**src/rtl/md_pkg.sv**
```systemverilog
// Shared definitions for the EX-stage multiply/divide issue controller:
// RV32M funct3 encodings, controller state encoding, default width and the
// constant results of the divide special cases.
package md_pkg;

  localparam int XLEN_DEF = 32;

  localparam logic [2:0] F3_MUL    = 3'd0;
  localparam logic [2:0] F3_MULH   = 3'd1;
  localparam logic [2:0] F3_MULHSU = 3'd2;
  localparam logic [2:0] F3_MULHU  = 3'd3;
  localparam logic [2:0] F3_DIV    = 3'd4;
  localparam logic [2:0] F3_DIVU   = 3'd5;
  localparam logic [2:0] F3_REM    = 3'd6;
  localparam logic [2:0] F3_REMU   = 3'd7;

  typedef enum logic [1:0] {
    S_IDLE  = 2'd0,
    S_WAIT  = 2'd1,
    S_FIX   = 2'd2,
    S_DRAIN = 2'd3
  } md_state_e;

  // Special-case constants at the default width (quotient of x/0, INT_MIN).
  localparam logic [XLEN_DEF-1:0] QUOT_ALL_ONES = '1;
  localparam logic [XLEN_DEF-1:0] SIGNED_MIN    = {1'b1, {(XLEN_DEF-1){1'b0}}};

  // Operand A is interpreted as signed for MULH, MULHSU, DIV, REM.
  function automatic logic a_signed(input logic [2:0] f3);
    return (f3 == F3_MULH) || (f3 == F3_MULHSU) || (f3 == F3_DIV) || (f3 == F3_REM);
  endfunction

  // Operand B is interpreted as signed for MULH, DIV, REM.
  function automatic logic b_signed(input logic [2:0] f3);
    return (f3 == F3_MULH) || (f3 == F3_DIV) || (f3 == F3_REM);
  endfunction

endpackage

```
**src/rtl/md_issue_ctrl_sign_fix.sv**
```systemverilog
// md_sign_fix: turns the unsigned 2*XLEN result of the mul/div unit back into
// the RV32M rd value, re-applying the operand signs stripped at issue time.
import md_pkg::*;

module md_sign_fix #(
  parameter int XLEN = XLEN_DEF
) (
  input  logic [2*XLEN-1:0] raw,
  input  logic [2:0]        funct3,
  input  logic              nega,
  input  logic              negb,
  output logic [XLEN-1:0]   result
);

  logic [XLEN-1:0] lo, hi, hi_neg;

  // Select the half of interest and negate where the true result is negative.
  always_comb begin
    lo = raw[XLEN-1:0];
    hi = raw[2*XLEN-1:XLEN];
    // High word of the 2*XLEN two's-complement negate: the carry out of the
    // low word only propagates when the low word is zero.
    hi_neg = ~hi + XLEN'(lo == '0);
    result = '0;
    case (funct3)
      F3_MUL:             result = lo;
      F3_MULH, F3_MULHSU: result = (nega ^ negb) ? hi_neg : hi;
      F3_MULHU:           result = hi;
      F3_DIV:             result = (nega ^ negb) ? -lo : lo;
      F3_DIVU:            result = lo;
      F3_REM:             result = nega ? -hi : hi;
      F3_REMU:            result = hi;
      default:            result = '0;
    endcase
  end

endmodule

```
**src/rtl/md_issue_ctrl.sv**
```systemverilog
// md_issue_ctrl: EX-stage initiator for the multi-cycle mul/div unit.
// Issues magnitudes to the unit, stalls until it answers, sign-fixes the
// result, short-circuits divide-by-zero / signed overflow, and drains an
// in-flight operation on flush since the unit cannot be aborted.
// Optional build macro MD_ZERO_SKIP_EN: multiplies with a zero operand
// bypass the unit and return 0 after one cycle.
import md_pkg::*;

module md_issue_ctrl #(
  parameter int XLEN    = XLEN_DEF,
  parameter int TIMEOUT = 40
) (
  input  logic              clk,
  input  logic              rst_n,
  input  logic              ex_valid,
  input  logic [2:0]        ex_funct3,
  input  logic [XLEN-1:0]   rs1_data,
  input  logic [XLEN-1:0]   rs2_data,
  input  logic              flush,
  output logic              stall_out,
  output logic [XLEN-1:0]   result,
  output logic              result_valid,
  output logic              timeout_err,
  output logic              md_valid,
  output logic              md_mode,
  output logic [XLEN-1:0]   md_in_a,
  output logic [XLEN-1:0]   md_in_b,
  input  logic              md_ready,
  input  logic [2*XLEN-1:0] md_out
);

  localparam int              TW       = $clog2(TIMEOUT + 1);
  localparam logic [TW-1:0]   T_LAST   = TW'(TIMEOUT - 1);
  localparam logic [XLEN-1:0] ALL_ONES = '1;
  localparam logic [XLEN-1:0] SMIN     = {1'b1, {(XLEN-1){1'b0}}};

  md_state_e         state_q;
  logic [TW-1:0]     timer_q;
  logic [2*XLEN-1:0] raw_q;
  logic [2:0]        f3_q;
  logic              nega_q, negb_q, spec_q;

  logic              nega_d, negb_d;
  logic [XLEN-1:0]   mag_a, mag_b;
  logic              div_zero, div_ovf, zero_skip, is_special;
  logic [XLEN-1:0]   spec_val;
  logic              accept, timed_out;
  logic [XLEN-1:0]   fix_res;

  // Operand classification: magnitudes, sign flags and special-case results.
  always_comb begin
    nega_d   = a_signed(ex_funct3) & rs1_data[XLEN-1];
    negb_d   = b_signed(ex_funct3) & rs2_data[XLEN-1];
    mag_a    = nega_d ? -rs1_data : rs1_data;
    mag_b    = negb_d ? -rs2_data : rs2_data;
    div_zero = ex_funct3[2] && (rs2_data == '0);
    div_ovf  = ((ex_funct3 == F3_DIV) || (ex_funct3 == F3_REM)) &&
               (rs1_data == SMIN) && (rs2_data == ALL_ONES);
`ifdef MD_ZERO_SKIP_EN
    zero_skip = !ex_funct3[2] && ((rs1_data == '0) || (rs2_data == '0));
`else
    zero_skip = 1'b0;
`endif
    is_special = div_zero | div_ovf | zero_skip;
    // funct3[1] separates REM/REMU from DIV/DIVU; zero-skip yields 0.
    spec_val = '0;
    if (div_zero)
      spec_val = ex_funct3[1] ? rs1_data : ALL_ONES;
    else if (div_ovf)
      spec_val = ex_funct3[1] ? '0 : SMIN;
  end

  // Handshake and pipeline-facing outputs derived from the current state.
  always_comb begin
    accept       = (state_q == S_IDLE) && ex_valid && !flush;
    md_valid     = accept && !is_special;
    // Unit-side operands are held at zero whenever no start pulse is sent.
    md_mode      = md_valid & ex_funct3[2];
    md_in_a      = md_valid ? mag_a : '0;
    md_in_b      = md_valid ? mag_b : '0;
    timed_out    = (timer_q == T_LAST);
    result_valid = (state_q == S_FIX) && !flush;
    result       = '0;
    if (state_q == S_FIX)
      result = spec_q ? raw_q[XLEN-1:0] : fix_res;
    case (state_q)
      S_IDLE:  stall_out = accept;
      S_WAIT:  stall_out = 1'b1;
      S_FIX:   stall_out = 1'b0;
      S_DRAIN: stall_out = ex_valid;
      default: stall_out = 1'b0;
    endcase
  end

  md_sign_fix #(.XLEN(XLEN)) u_sign_fix (
    .raw    (raw_q),
    .funct3 (f3_q),
    .nega   (nega_q),
    .negb   (negb_q),
    .result (fix_res)
  );

  // Controller FSM: issue, wait/timeout, fix-up strobe, and flush drain.
  always_ff @(posedge clk or negedge rst_n) begin
    if (!rst_n) begin
      state_q     <= S_IDLE;
      timer_q     <= '0;
      raw_q       <= '0;
      f3_q        <= '0;
      nega_q      <= 1'b0;
      negb_q      <= 1'b0;
      spec_q      <= 1'b0;
      timeout_err <= 1'b0;
    end else begin
      case (state_q)
        S_IDLE: begin
          if (accept) begin
            f3_q    <= ex_funct3;
            nega_q  <= nega_d;
            negb_q  <= negb_d;
            timer_q <= '0;
            spec_q  <= is_special;
            if (is_special) begin
              raw_q   <= {{XLEN{1'b0}}, spec_val};
              state_q <= S_FIX;
            end else begin
              state_q <= S_WAIT;
            end
          end
        end
        S_WAIT: begin
          // A real answer beats the timeout; a flush racing the answer
          // simply drops it because nothing remains in flight.
          if (md_ready && flush) begin
            state_q <= S_IDLE;
          end else if (md_ready) begin
            raw_q   <= md_out;
            state_q <= S_FIX;
          end else if (timed_out) begin
            timeout_err <= 1'b1;
            state_q     <= S_IDLE;
          end else begin
            timer_q <= timer_q + 1'b1;
            if (flush)
              state_q <= S_DRAIN;
          end
        end
        S_FIX: begin
          state_q <= S_IDLE;
        end
        S_DRAIN: begin
          if (md_ready) begin
            state_q <= S_IDLE;
          end else if (timed_out) begin
            timeout_err <= 1'b1;
            state_q     <= S_IDLE;
          end else begin
            timer_q <= timer_q + 1'b1;
          end
        end
        default: state_q <= S_IDLE;
      endcase
    end
  end

endmodule
```
**config.mk**
```make
export PLATFORM = sky130hd
export DESIGN_NAME = md_issue_ctrl
export DESIGN_NICKNAME = d
export VERILOG_FILES = /design/src/rtl/md_pkg.sv /design/src/rtl/md_issue_ctrl_sign_fix.sv /design/src/rtl/md_issue_ctrl.sv
export SDC_FILE = /design/constraint.sdc
export NUM_CORES = 1
export LEC_CHECK = 0
export CAP_MARGIN = 5
export CORE_ASPECT_RATIO = 0.8
export CORE_UTILIZATION = 25
export CTS_CLUSTER_SIZE = 25
export DETAILED_ROUTE_END_ITERATION = 10
export HOLD_SLACK_MARGIN = 0.05
export PLACE_DENSITY = 0.46
export SYNTH_ARGS = -nofsm -noshare
export SYNTH_HDL_FRONTEND = slang
export SYNTH_SLANG_ARGS = --single-unit
```
**constraint.sdc**
```tcl
create_clock -name clk -period 5.3 [get_ports clk]
set_input_delay 1.325 -clock clk [delete_from_list [all_inputs] [get_ports clk]]
set_output_delay 1.325 -clock clk [all_outputs]
set_load 0.01 [all_outputs]
```
==> results.toml, run 1 <==
[timing]
worst_slew_pin_slew_ps = 907
rsz0062_at_grt = "true"
finalCritPeriodShare = 1.02
hold_viol = 0
fmax_ghz = 0.185
setup_viol = 5
finalCriticalPeriod_ps = 5420
maxSlewViolCount = 0
fin_worst_skew_ps = 5.50
slew_headroom = 0.394
setup_slack_ps = -116

[worst_setup_path]
worstPathCellList = "or4_4 -> or4_4 -> or4_4 -> nor3_4 -> buf_6 -> ha_4 -> buf_6 -> buf_4 -> buf_6 -> and4b_2 -> buf_6 -> a21oi_4 -> xor2_2 -> o21ai_2 -> o21ai_2 -> buf_6"
crit_arrival_ps = 4090
cpMostUsedCell = "buf_6"
slowest_delay_ps = 540
crit_path_max_fanout = 5
start_kind = "flop"
crit_slowest_cell = "or4_4"
worst-setup-path-type = "flop to primary output"
ff2ff_setup_slack_ps = 2490
required_ps = 3970
cp-end-kind = "primary output"

[hold_path]
hold_path.class = "flop to flop"

[drt]
detail_route.vias_per_cell = 5.45
wire_per_inst_um = 20.7
first_iter_violations = 993
wirelength_mm = 45.2
vias = 11874
ant_nets = 0
drt_first_pass_iters = 5
drc = 0

[global_route]
first_global_vias = 11284
grt_pass1_wl_mm = 67.6
antenna_found_initial = 3
overflow = 0
grt_max_degree = 64
grt_usage = 0.238

[power_and_ir_drop]
leakagePower_nw = 5.89
switching_power_mw = 4.14
pwr-share-seq = 0.175
p_int_mw = 3.32
ir_drop_v = 0.000271
power_density_mw_per_mm2 = 538
swShare = 0.555
clkPwrFrac = 0.078
comb_power_share = 0.747

[floorplanning]
coreArea_mm2 = 0.0352
die_w_um = 215
io_pins = 237
die_area_mm2 = 0.0370
start_util = 0.257
rows = 61
fp.dieH_um = 172

[clocking]
cts_tree = "done"
ctsRootBufferMaster = "clkbuf_16"
h-tree-depth = 3
cts.clk_slew.worst_paths_ps = 60
cts.path.max_buffers = 2
clk_latency_ps = 350
cts.sinks = 79
cts_buffers = 9

[finish]
nets = 1847
drive_above_1_share = 0.247
regArea_mm2 = 0.00198
area_delta_synth_final_pct = 53.0
fillCellCount = 3757
fin_cells = 2180
multi_input_comb_area_mm2 = 0.00701

[logic_synthesis]
synthesis.area_mm2 = 0.00905
async_reset_ff_frac = 1.00
synth_area_per_cell_um2 = 6.74
netlist.area_leader.share = 0.218
synth_nets = 1488
yosysSeqAreaShare = 0.218
synth_area_leaders = "dfrtp_1 (22%), nor2_1 (7.9%), a21oi_1 (7.0%)"
synth_flop_cell = "dfrtp_1"
yosys_warnings = 0
netlist_instances = 1344
synth_seq_cells = 79
synth-edff-count = 0
synth_cell_types = 73
post-synth-top-area-cell = "dfrtp_1"

[run]
cap_viol_max_count = 0

[placement]
place_ws_ps = -538
io_buffers = 236
place_inst = 2134
dp.final_hpwl_mm = 34.7
gp_congestion = 0.986

[status]
status = "complete, but fails checks"
violations = "setup timing"
[state kept, by name, indices dropped and copies added (netlist names)]
signal,count
spec_q,1
timer_q,6
state_q,2
f3_q,3
raw_q,64
nega_q,1
negb_q,1
timeout_err,1
[metal layers]
layer / wire (um) / share of wire / track usage
met1: 20600 / 0.46 / 0.329
met2: 20200 / 0.45 / 0.373
met3: 3390 / 0.075 / 0.0500
met4: 1030 / 0.023 / 0.0699
met5: 0 / 0 / 0
[synthesized netlist by cell type (all sizes together), types with 4 or more instances]
library cell / instances
nor2: 191
nand2b: 14
clkbuf: 85
and3: 8
xnor2: 47
o41ai: 9
or2: 7
xor2: 65
inv: 23
a21o: 5
nor2b: 36
or4: 22
ha: 8
o31ai: 23
a31oi: 20
a221oi: 15
o22ai: 11
nand3: 45
a211oi: 14
a21oi: 128
o211ai: 9
a41oi: 4
buf: 26
o21ai: 92
nor3: 70
dfrtp: 79
nand4: 19
nor4: 23
and2: 10
or3b: 4
o2bb2ai: 5
nor3b: 4
o221ai: 5
nand2: 153
or3: 19
[cells in the final DEF, fill, tap and decap left out, types with 7 or more instances in the layout]
cell / n
or4_4: 9
o31ai_1: 17
nand3_1: 42
nor4_1: 20
clkdlybuf4s50_1: 129
and2_1: 9
clkbuf_2: 66
dlygate4sd2_1: 8
nand4_1: 19
or4_1: 13
dfrtp_1: 79
nor2_1: 188
o211ai_1: 9
or2_2: 7
a211oi_1: 14
o21ai_2: 9
nand2_1: 151
xor2_1: 63
or3_1: 12
a221oi_1: 11
inv_1: 22
o21ai_1: 14
xnor2_1: 46
buf_4: 197
buf_12: 8
a21oi_1: 120
nor3_1: 61
nor3_2: 7
buf_6: 16
nor2b_1: 35
dlymetal6s2s_1: 11
o21ai_0: 68
clkbuf_16: 12
a31oi_1: 17
buf_2: 13
o22ai_1: 11
nand2b_1: 14
[power groups by stage]
| stage | Clock [mW] | Combinational [mW] | Sequential (mW) |
|---|---|---|---|
| 6_report | 0.583 | 5.57 | 1.31 |
| 5_1_grt | 0.626 | 5.97 | 1.35 |
| 3_5_place_dp | 0 | 5.23 | 1.29 |
| 3_3_place_gp | 0 | 5.28 | 1.29 |
| 2_1_floorplan | 0 | 3.15 | 1.09 |
| 4_1_cts | 0.596 | 5.36 | 1.29 |
[repair_timing]
item / 4_1_cts / 5_1_grt
gates cloned: 3 / 4
hold buffers: 0 / 0
buffers inserted: 19 / 9
pin swaps: 35 / 25
resized for setup: 225 / 188
setup endpoints to repair: 98 / 96
[critical path: cells and delay by family (launching register included)]
| family | cells | cell delay [ps] |
|---|---|---|
| AND/OR/NAND/NOR | 5 | 1890 |
| buffers and inverters | 6 | 710 |
| AO/OA/AOI/OAI | 3 | 400 |
| flip-flops | 1 | 380 |
| XOR/XNOR | 1 | 220 |
| adder cells (fa/ha/maj) | 1 | 140 |
[worst paths after layout]
| check | end | cells past startpoint | from |
|---|---|---|---|
| max | result[26] | 16 | raw_q[9]$_DFFE_PN0P_ |
| min | timeout_err$_DFFE_PN0P_ | 1 | timeout_err$_DFFE_PN0P_ |
| max reg2reg | raw_q[31]$_DFFE_PN0P_ | 5 | state_q[0]$_DFFE_PN0P_ |
| min reg2reg | timeout_err$_DFFE_PN0P_ | 1 | timeout_err$_DFFE_PN0P_ |
| max in group asynchronous | raw_q[36]$_DFFE_PN0P_ | 2 | rst_n |
| min in group asynchronous | raw_q[21]$_DFFE_PN0P_ | 1 | rst_n |
[final cells by class]
type / count / area share
Antenna cell: 2 / 0.000361
Clock buffer: 13 / 0.0188
Clock inverter: 1 / 0.000361
Inverter: 23 / 0.00623
Multi-Input combinational cell: 1131 / 0.506
Sequential cell: 79 / 0.143
Tap cell: 472 / 0.0426
Timing Repair Buffer: 459 / 0.283
[through the flow]
| step | instance area, um2 | util | hold WS [ps] | TNS [ps] | total power, mW |
|---|---|---|---|---|---|
| 2_1_floorplan | 9050 | - | 477 | 0 | 4.24 |
| 3_3_place_gp | 13100 | 0.372 | 458 | -29850 | 6.57 |
| 3_5_place_dp | 13100 | 0.372 | 460 | -37660 | 6.53 |
| 4_1_cts | 13800 | 0.392 | 488 | -153 | 7.25 |
| 5_1_grt | 13900 | 0.394 | 519 | -2210 | 7.94 |
| 6_report | 13900 | 0.394 | 492 | -216 | 7.46 |
[kinds of logic (layout without fill, tap and decap cells)]
group,count (synthesis),after routing,share of synthesized area
AO/OA/AOI/OAI,376,376,0.261
XOR/XNOR,112,112,0.108
adder cells (fa/ha/maj),8,8,0.0111
buffers and inverters,134,496,0.0604
flip-flops,79,79,0.218
multiplexers,3,3,0.00346
other,0,2,0
AND/OR/NAND/NOR,632,632,0.337
(Power assumes the default switching activity.)
==> run 2: changes to the inputs <==
- HOLD_SLACK_MARGIN: 0.05 -> not set
==> results of run 2 <==
Final layout, timing and power as in run 1 (identical DEF).
==> run 3: changes to the inputs <==
- PLACE_DENSITY: 0.46 -> not set
- PLACE_DENSITY_LB_ADDON: not set -> 0.15
- SYNTH_HIERARCHICAL: not set -> 1
==> results.toml, run 3 <==
[logic_synthesis]
synth_cell_types = 80
synth.mux.area_fraction = 0.117
synthXorXnorAreaFrac = 0.0951
post-synth-top-area-cell = "dfrtp_1"
synth_seq_cells = 79
yosysSeqAreaShare = 0.204
synth_common_cells = "nor2_1 (184), nand2_1 (153), dfrtp_1 (79)"
synth-compound-area-share = 0.199
synth_top_family_by_area = "simple AND/OR/NAND/NOR gates"
synth_area_per_cell_um2 = 7.27
async_reset_ff_frac = 1.00
synthesis.area_mm2 = 0.00967
netlist.area_leader.share = 0.204
synth_adder_area_share = 0.0104
yosysMostFrequentCell = "nor2_1"
synth_flop_cell = "dfrtp_1"
synth-edff-count = 0
synth_area_leaders = "dfrtp_1 (20%), mux2i_1 (7.4%), nor2_1 (7.1%)"
yosys_warnings = 6
netlist_instances = 1330
synthSimpleGateAreaFrac = 0.309
synth_nets = 1474

[drt]
first_iter_violations = 928
drt_first_pass_iters = 5
ant_nets = 0
drc = 0
wire_per_inst_um = 20.7
vias = 11733
wirelength_mm = 45.9
detail_route.vias_per_cell = 5.29

[run]
cap_viol_max_count = 0

[timing]
finalCritPeriodShare = 1.01
fin_worst_skew_ps = 4.51
rsz0062_at_grt = "true"
setup_viol = 3
maxSlewViolCount = 0
finalCriticalPeriod_ps = 5360
fmax_ghz = 0.186
setup_slack_ps = -64.1
hold_viol = 0
worst_slew_pin_slew_ps = 1180
slew_headroom = 0.215
hold_slack_ps = 472

[floorplanning]
start_util = 0.253
fp.dieH_um = 178
die_area_mm2 = 0.0395
rows = 64
die_w_um = 222
coreArea_mm2 = 0.0382
io_pins = 237

[worst_setup_path]
crit_arrival_ps = 4040
start_kind = "flop"
cp-end-kind = "primary output"
worst-setup-path-type = "flop to primary output"
crit_path_max_fanout = 4
required_ps = 3970

[clocking]
hold_buffers = 0
clk_latency_ps = 360
cts_tree = "done"
ctsRootBufferMaster = "clkbuf_16"
cts.sinks = 79
cts.path.max_buffers = 2
h-tree-depth = 3
cts.clk_slew.worst_paths_ps = 60
cts_buffers = 9

[global_route]
first_global_vias = 11648
grt_usage = 0.229
overflow = 0
antenna_found_initial = 0
grt_max_degree = 66
grt_pass1_wl_mm = 69.4

[finish]
layout_common_cells = "buf_4 (219), nor2_1 (183), nand2_1 (150)"
multi_input_comb_area_mm2 = 0.00758
area_delta_synth_final_pct = 53.1
regArea_mm2 = 0.00198
fillCellCount = 4003
n_antenna_cell = 0
regMostFlops = "raw_q"
fin_cells = 2217
nets = 1861
reg_top3 = "raw_q (64), timer_q (6), f3_q (3)"
final_common_cell = "buf_4"
utilization = 0.387
drive_above_1_share = 0.246
largest_reg_flops = 64

[power_and_ir_drop]
power_density_mw_per_mm2 = 342
ir_drop_v = 0.000143
power_mw = 5.06
leakagePower_nw = 6.67

[placement]
dp.final_hpwl_mm = 34.9
place_inst = 2169
gp_congestion = 0.927
io_buffers = 236
place_ws_ps = -424

[status]
violations = "setup timing"
status = "complete, but fails checks"

[hold_path]
hold_path.class = "flop to flop"
[run 3: cell count changes in the layout (fill, tap and decap cells not counted), moves of 28 or more]
cell      delta
buf_2       +28
mux2_1      +28
inv_1       +29
mux2i_1     +65
clkbuf_2    -57
a21oi_1     -57
[run 3: repair_timing]
| action | 4_1_cts | 5_1_grt |
|---|---|---|
| pin swaps | 36 | 53 |
| gates resized for setup | 290 | 108 |
| endpoints found under the setup margin | 95 | 92 |
| setup buffers | 20 | 10 |
| gates cloned | 4 | 0 |
[run 3: per-layer routing]
metal,track usage,share of wire
met5,0,0
met2,0.361,0.45
met3,0.0414,0.064
met4,0.0602,0.021
met1,0.319,0.47
[run 3: final cells by class]
| class | instances | share of cell area |
|---|---|---|
| clock inverters | 4 | 0.00364 |
| clock buffers | 12 | 0.0173 |
| inverters | 57 | 0.0145 |
| multi-input cells | 1099 | 0.512 |
| well taps | 495 | 0.0419 |
| repair buffers | 471 | 0.277 |
| flip-flops and latches | 79 | 0.134 |
[run 3: logic make-up after synthesis]
family | Yosys count
AOI/OAI and AO/OA | 294
xor gates and xnor gates | 105
adders and majority gates | 8
buffers and inverters | 152
DFF | 79
muxes | 108
and+or+nand+nor | 584
[run 3: final timing paths]
path / from / end / slack (ps) / depth (start not counted)
worst max register to register: state_q[0]$_DFFE_PN0P_ / raw_q[31]$_DFFE_PN0P_ / 2700 / 6
min in group asynchronous: rst_n / raw_q[55]$_DFFE_PN0P_ / 910 / 1
worst max-delay path: raw_q[17]$_DFFE_PN0P_ / result[14] / -60 / 20
worst min-delay path: timeout_err$_DFFE_PN0P_ / timeout_err$_DFFE_PN0P_ / 470 / 1
max in group asynchronous: rst_n / spec_q$_DFFE_PN0P_ / 3340 / 2
worst min register to register: timeout_err$_DFFE_PN0P_ / timeout_err$_DFFE_PN0P_ / 470 / 1
[run 3: worst max-delay path, stage by stage (launching register included)]
cell	delay (ps)
dfrtp_1	390
or4_4	570
nor4_4	260
buf_4	160
nand3_4	80
nor3_2	110
buf_4	150
ha_4	130
buf_6	90
nor4b_4	220
buf_4	200
buf_6	100
and3_4	180
a21oi_2	60
xnor2_1	160
a2bb2oi_2	170
o311ai_2	130
mux2i_1	200
buf_4	170
nor2_4	40
buf_6	120
[run 3: where the power goes]
group | internal (mW) | leakage, nW | switching (mW) | total, mW
combinational | 1.40 | 5.48 | 1.89 | 3.29
sequential | 0.756 | 1.04 | 0.363 | 1.12
clock | 0.392 | 0.145 | 0.267 | 0.659
total | 2.55 | 6.67 | 2.52 | 5.06
[run 3: stage by stage]
step	instance area (um2)	TNS (ps)
after floorplan	9670	0
after global placement	13900	-26400
after detailed placement	13900	-28130
after CTS	14600	-39.7
after global routing	14800	-2590
final	14800	-101
